## config.mk

```make
export PLATFORM = sky130hd
export DESIGN_NAME = mat_trans_arb
export DESIGN_NICKNAME = d
export VERILOG_FILES = /design/src/rtl/mat_trans_arb.sv
export SDC_FILE = /design/constraint.sdc
export NUM_CORES = 1
export LEC_CHECK = 0
export BUFFER_PORTS_ARGS = -buffer_cell sky130_fd_sc_hd__buf_2
export CAP_MARGIN = 20
export CORE_AREA = 2 2 97 99
export DETAILED_ROUTE_END_ITERATION = 6
export DIE_AREA = 0 0 99 101
export PLACE_DENSITY = 0.69
export SETUP_SLACK_MARGIN = 0.1
export SKIP_LAST_GASP = 1
export SLEW_MARGIN = 20
export SYNTH_ARGS = -nofsm -noshare
export SYNTH_HDL_FRONTEND = slang
export SYNTH_SLANG_ARGS = --single-unit
export TNS_END_PERCENT = 50
```

## constraint.sdc

```tcl
create_clock -name clk -period 2.1 [get_ports clk]
set_input_delay 0.315 -clock clk [delete_from_list [all_inputs] [get_ports clk]]
set_output_delay 0.315 -clock clk [all_outputs]
set_load 0.05 [all_outputs]
```

## src/rtl/mat_trans_arb.sv

```systemverilog
// mat_trans_arb: round-robin job scheduler sharing one mat_trans engine
// (8x8 transpose) between NUM_REQ requesters, one whole matrix per job.
// Optional macro MAT_TRANS_ARB_STATS_EN adds job_cnt / last_id outputs.
module mat_trans_arb #(
  parameter int unsigned NUM_REQ   = 4,
  parameter int unsigned DW        = 32,
  parameter int unsigned MAT_WORDS = 64,
  parameter int unsigned IDW       = 2
) (
  input  logic                  clk,
  input  logic                  rstn,
  input  logic [NUM_REQ-1:0]    s_req,
  output logic [NUM_REQ-1:0]    s_ack,
  input  logic [NUM_REQ-1:0]    s_vld,
  input  logic [NUM_REQ*DW-1:0] s_data,
  output logic                  eng_in_req,
  input  logic                  eng_in_ack,
  output logic                  eng_in_vld,
  output logic [DW-1:0]         eng_in_data,
  input  logic                  eng_out_req,
  output logic                  eng_out_ack,
  input  logic                  eng_out_vld,
  input  logic [DW-1:0]         eng_out_data,
  output logic                  out_req,
  input  logic                  out_ack,
  output logic                  out_vld,
  output logic [DW-1:0]         out_data,
  output logic [IDW-1:0]        out_id,
  output logic                  busy
`ifdef MAT_TRANS_ARB_STATS_EN
  ,
  output logic [15:0]           job_cnt,
  output logic [IDW-1:0]        last_id
`endif
);

  localparam int unsigned CW = $clog2(MAT_WORDS) + 1;

  typedef enum logic [2:0] {IDLE, GRANT, LOAD, WAIT_OUT, DRAIN} state_t;

  state_t         state;
  logic [CW-1:0]  cnt;
  logic [IDW-1:0] gnt_id;
  logic [IDW-1:0] rr_ptr;
  logic           pick_vld;
  logic [IDW-1:0] pick_id;
  logic [IDW-1:0] idx;
  logic [DW-1:0]  s_word [NUM_REQ];
  logic           job_done_c;

  // Unpack the requester data bus into one word per requester
  always_comb begin
    for (int i = 0; i < NUM_REQ; i++) s_word[i] = s_data[i*DW +: DW];
  end

  // Round-robin pick: first requesting index after rr_ptr, with wrap
  always_comb begin
    pick_vld = 1'b0;
    pick_id  = '0;
    idx      = '0;
    for (int unsigned k = 1; k <= NUM_REQ; k++) begin
      idx = IDW'((32'(rr_ptr) + k) % NUM_REQ);
      if (!pick_vld && s_req[idx]) begin
        pick_vld = 1'b1;
        pick_id  = idx;
      end
    end
  end

  assign job_done_c = (state == DRAIN) && eng_out_vld && (cnt == CW'(MAT_WORDS - 1));

  // Job sequencer: grant, load 64 words, hand-off, drain 64 words
  always_ff @(posedge clk) begin
    if (!rstn) begin
      state      <= IDLE;
      cnt        <= '0;
      gnt_id     <= '0;
      rr_ptr     <= IDW'(NUM_REQ - 1);
      s_ack      <= '0;
      eng_in_req <= 1'b0;
      busy       <= 1'b0;
    end else begin
      s_ack <= '0;
      case (state)
        IDLE: begin
          if (pick_vld) begin
            gnt_id     <= pick_id;
            eng_in_req <= 1'b1;
            busy       <= 1'b1;
            state      <= GRANT;
          end
        end
        GRANT: begin
          if (eng_in_ack) begin
            s_ack <= NUM_REQ'(1) << gnt_id;
            cnt   <= '0;
            state <= LOAD;
          end
        end
        LOAD: begin
          if (s_vld[gnt_id]) begin
            cnt <= cnt + CW'(1);
            if (cnt == CW'(MAT_WORDS - 1)) begin
              eng_in_req <= 1'b0;
              state      <= WAIT_OUT;
            end
          end
        end
        WAIT_OUT: begin
          if (eng_out_req && out_ack) begin
            cnt   <= '0;
            state <= DRAIN;
          end
        end
        DRAIN: begin
          if (eng_out_vld) begin
            cnt <= cnt + CW'(1);
            if (job_done_c) begin
              rr_ptr <= gnt_id;
              busy   <= 1'b0;
              state  <= IDLE;
            end
          end
        end
        default: state <= IDLE;
      endcase
    end
  end

  // Zero-latency data paths, only open in their owning states
  assign eng_in_vld  = (state == LOAD) && s_vld[gnt_id];
  assign eng_in_data = (state == LOAD) ? s_word[gnt_id] : '0;
  assign out_req     = (state == WAIT_OUT) && eng_out_req;
  assign eng_out_ack = (state == WAIT_OUT) && out_ack;
  assign out_vld     = (state == DRAIN) && eng_out_vld;
  assign out_data    = (state == DRAIN) ? eng_out_data : '0;
  assign out_id      = ((state == WAIT_OUT) || (state == DRAIN)) ? gnt_id : '0;

`ifdef MAT_TRANS_ARB_STATS_EN
  // Completed-job counter (saturating) and owner of the last finished job
  always_ff @(posedge clk) begin
    if (!rstn) begin
      job_cnt <= '0;
      last_id <= '0;
    end else if (job_done_c) begin
      job_cnt <= (job_cnt == 16'hFFFF) ? job_cnt : job_cnt + 16'd1;
      last_id <= gnt_id;
    end
  end
`endif

endmodule

```

### Word-level counts from Yosys, hierarchy flattened

Cells that the tools add are included.

| storage, ports and cells | value |
|---|---|
| logic and storage cells | 100 |
| output and inout bits | 76 |
| bits in registers | 20 |

| operators by class | value |
|---|---|
| bitwise gates (word level) | 1 |
| muxes and demuxes | 44 |
| equal/unequal tests | 12 |
| reductions and logical operators | 24 |
| $lt $le $gt $ge | 6 |
| add/sub/neg operators | 5 |
| shift-type cells | 1 |

Operator list:

| kind | count |
|---|---|
| 2-to-1 mux 32 bit | 4 |
| binary-select mux 32 bit (select 2 bit) | 1 |
| 2-to-1 mux 7 bit | 4 |
| one-hot mux 7 bit (4 select lines) | 1 |
| 2-to-1 mux 3 bit | 7 |
| < comparator 2 x 3 -> 1 bit (second input constant) | 5 |
| one-hot mux 3 bit (5 select lines) | 1 |
| 2-to-1 mux 1 bit | 14 |
| inequality test 2 bit (second input constant) | 7 |
| binary-select mux 1 bit (select 2 bit) | 5 |
| 2-to-1 mux 2 bit | 5 |
| logical AND 1 bit | 9 |
| AND reduction 4 bit | 2 |
| adder 7 x 1 -> 7 bit (second input constant) | 1 |
| equality test 7 x 6 -> 1 bit (second input constant) | 1 |
| AND reduction 7 bit | 1 |
| equality test 3 x 2 -> 1 bit (second input constant) | 2 |
| AND reduction 3 bit | 2 |
| AND reduction 5 bit | 1 |
| adder 2 x 1 -> 2 bit (second input constant) | 2 |
| adder 2 bit (second input constant) | 2 |
| one-hot mux 1 bit (2 select lines) | 2 |
| nonzero test 2 bit | 2 |
| nonzero test 4 bit | 1 |
| 9 further kinds | 11 |

### Depth between registers and ports, before layout

| depth | value |
|---|---|
| word-level depth | 15 |
| gate-level depth with buffers | 6 |
| mapped depth without buffers | 5 |

### Worst setup path before layout

Ideal clock, no wire load.

| timing path | value |
|---|---|
| path kind | register to output |
| from | register state[0] |
| to | output port out_id[0] |
| arrival | 1999 ps |
| stages on the path, launching flop included | 5 |
| path buffers | 2 |
| slack | -214 ps |
| cell sequence | dfxtp_1 buf_2 buf_1 nand2_1 a21boi_0 |

| between the ends | value |
|---|---|
| word-level cells in the longest chain between the ends | 3 |
| elaborated cells on any way between the ends | 4 |
| those cells by class | 2 x eq/ne; 1 x mux; 1 x reduce/logical |

RTL lines:

| what | line | source |
|---|---|---|
| from (decl) | 41 | `state_t state;` |
| from (signal assigned) | 75 | `state <= IDLE;` |
| from (signal assigned) | 90 | `state <= GRANT;` |
| from (signal assigned) | 97 | `state <= LOAD;` |
| equality test 3 x 2 -> 1 bit / equality test 3 bit (equally long branches) | 137 | `assign out_id = ((state == WAIT_OUT) \|\| (state == DRAIN)) ? gnt_id : '0;` |
| logical OR 1 bit * | 137 |  |
| 2-to-1 mux 2 bit * | 137 |  |
| to (decl) | 28 | `output logic [IDW-1:0] out_id,` |

Mark *: on every way between the ends. The rest lies on a longest branch, timed or not.

### Worst setup path in the final report

| timing path | value |
|---|---|
| from | register gnt_id[0] |
| to | output port eng_in_data[9] |

| between the ends | value |
|---|---|
| word-level cells in the longest chain between the ends | 5 |

RTL lines:

| what | line | source |
|---|---|---|
| from (decl) | 43 | `logic [IDW-1:0] gnt_id;` |
| from (signal assigned) | 87 | `gnt_id <= pick_id;` |
| NOT 2 -> 3 bit (implied by the code) | 132 | `assign eng_in_data = (state == LOAD) ? s_word[gnt_id] : '0;` |
| binary-select mux 32 bit (select 2 bit) | 132 |  |
| 2-to-1 mux 32 bit (implied by the code) (2 in series) | 132 |  |
| 2-to-1 mux 32 bit | 132 |  |
| to (decl) | 19 | `output logic [DW-1:0] eng_in_data,` |

Every way passes these cells. The select of a mux whose other input is x is not followed.

==> metrics <==
library cells used by synthesis 47; Largest stage delay, worst path 490 ps; Tcrit/Tclk final 96.5%; final hold vios 0; WP data arrival 1710 ps; crit start category register; chip width 99 um; FF/Latch Area 407 sq um; Total GRT Usage 17.7%; Setup violations, final 0; Worst-Skew Late Latency 260 ps; RSZ-0062 raised after global routing yes; row cnt 35; syn_nets 410; worst path required time 1780 ps; sequential area share after synthesis 17.5%; maximum vdd drop 0.220 mV; drt initial violations 52; layout cells sized above 1 66.2%; Synth warnings 0; Post-synth top flop dfxtp_1; final wirelength 9750 um; number of flops mapped to enable cells by yosys 0; clock buffer depth 2; die area 0.0100 sq mm; Worst path top cell family by delay multiplexers; Synth Instances 235; hold crit path type in -> reg; routability cong. 0.871; post-synth top area share 32.5%; Slew @ Worst Pin 549 ps; multi-input logic area 0.00181 sq mm; Num CTS Buffers 3; clk sinks 20; largest net degree at the start of global routing 35; WP buf/inv 2; CP Max Fanout 7; Final nets 659; drt wl/cell 16.4 um; Mapped Area 0.00229 sq mm; Synth Area per Inst 9.74 sq um; vias in the first global route 2935; die height 101 um; pwr dens 375 mW/mm^2; MaxCap Viol Count 0; DRT Pass-1 Iters 4; post-layout min period 2030 ps; residual overflow from global routing 0; DP HPWL 8210 um; first-pass GRT wire length 14000 um; Slew Limit Fails 0; Area Overhead vs Synth 78.5%; Residual DRC 0; setup TNS 0 ps; worst hold slack 410 ps; outcome finished, final reports clean; worst path cell trace clkbuf_16, mux4_2, nor2b_1, buf_6; Post-synth ARST share 0%; initial antenna violation count 1; Post-DRT Antenna Nets 0; cts hold-fix bufs 0; Synth top cells by count 33 x mux4_2, 33 x nor2b_1, 32 x and2_1, 20 x dfxtp_1, 9 x clkbuf_1; synthesized flop and latch total 20; Clock Skews 2.06 ps; Static Leakage 1.99 nW; CTS tree built; number of I/O pins 250; worst rel slew slack 63.3%; root buffer cell clkbuf_8; CP Capture Type output pin; I/O Buffers 249; filler cell count 893; Synth area leader mux4_2; htree depth 1; Pwr Total 0.00153 W; CP max-delay cell mux4_2; via count 2923; Vias per Instance 4.92; total core area 0.00898 sq mm; Initial Util 25.5%; CP Class reg -> out; Clock transition at path regs 70 ps; Fmax achieved 493 MHz; top cells by area, synth mux4_2 32%, dfxtp_1 17%, nor2b_1 9.0%
worst paths after layout:
kind	slack, ps	cells after the start	to	from
min	410	2	rr_ptr[1]	rstn
min reg2reg	480	2	cnt[6]	cnt[6]
max reg2reg	170	6	cnt[1]	gnt_id[0]
max	70	4	eng_in_data[9]	gnt_id[0]
worst reg2reg max path, cell delays in order, from the launching register on:
cell,delay (ps)
dfxtp_4,440
buf_8,140
mux4_2,530
buf_4,160
nor2_2,290
nand4bb_1,190
a21oi_1,70
sequential cells by signal (all words and copies together) (netlist names):
signal / flops
cnt: 7
s_ack: 4
state: 3
gnt_id: 2
rr_ptr: 2
busy: 1
eng_in_req: 1
cell usage in the layout, fill, tap and decap left out, types with 4 or more instances in the layout:
| cell type | instances |
|---|---|
| and3_1 | 4 |
| buf_4 | 9 |
| dfxtp_1 | 17 |
| and2_1 | 32 |
| nor2b_1 | 27 |
| nor3_1 | 7 |
| o21ai_0 | 4 |
| a21oi_1 | 7 |
| nor2b_4 | 6 |
| nand2_1 | 6 |
| buf_2 | 213 |
| mux4_2 | 33 |
| o21ai_1 | 5 |
| buf_6 | 33 |
| nand3_1 | 5 |
| o311ai_1 | 4 |
| inv_1 | 7 |
| nor2_1 | 8 |
power by group:
part / total, W / switching (W) / internal [W] / leakage (nW)
registers: 0.000411 / 0.0000169 / 0.000395 / 0.164
clock network: 0.000255 / 0.000127 / 0.000128 / 0.0216
logic: 0.000866 / 0.000401 / 0.000465 / 1.80
total: 0.00153 / 0.000545 / 0.000988 / 1.99
stage by stage:
step           utilization [%]  setup WS [ps]  std cells  area, sq um
3_3_place_gp              41.0            288        584         3680
3_5_place_dp              41.0            270        584         3680
5_1_grt                   45.5           13.4        594         4080
6_report                  45.5           72.9        594         4080
4_1_cts                   42.7           40.6        589         3830
2_1_floorplan                -          -52.9        235         2290
layout make-up:
class | count | share of cell area (%)
inverters | 7 | 0.643
flip-flops and latches | 20 | 9.96
multi-input cells | 188 | 44.3
clock buffers | 3 | 1.01
diodes | 1 | 0.0613
repair buffers | 264 | 40.7
well taps | 111 | 3.40
per-layer routing:
layer	vias up	track usage, %	share of wire, %
li1	1386	-	-
met1	1362	18.2	33
met5	-	0	0
met2	165	35.4	57
met4	0	5.69	1.9
met3	10	3.47	8.5
what timing repair did:
item | CTS | global route
gates resized for setup | 33 | 53
buffers inserted | 1 | 2
setup endpoints to repair | 38 | 72
cloned | 1 | 2
hold endpoints to repair | 0 | 0
kinds of logic after synthesis:
logic type | Yosys count | synth area share (%)
AOI/OAI and AO/OA | 39 | 12.0
xor gates and xnor gates | 1 | 0.383
adders and majority gates | 1 | 0.547
buffers and inverters | 27 | 5.47
DFF | 20 | 17.5
muxes | 34 | 33.0
and+or+nand+nor | 113 | 31.1
Power figures use the tool's default switching activity.
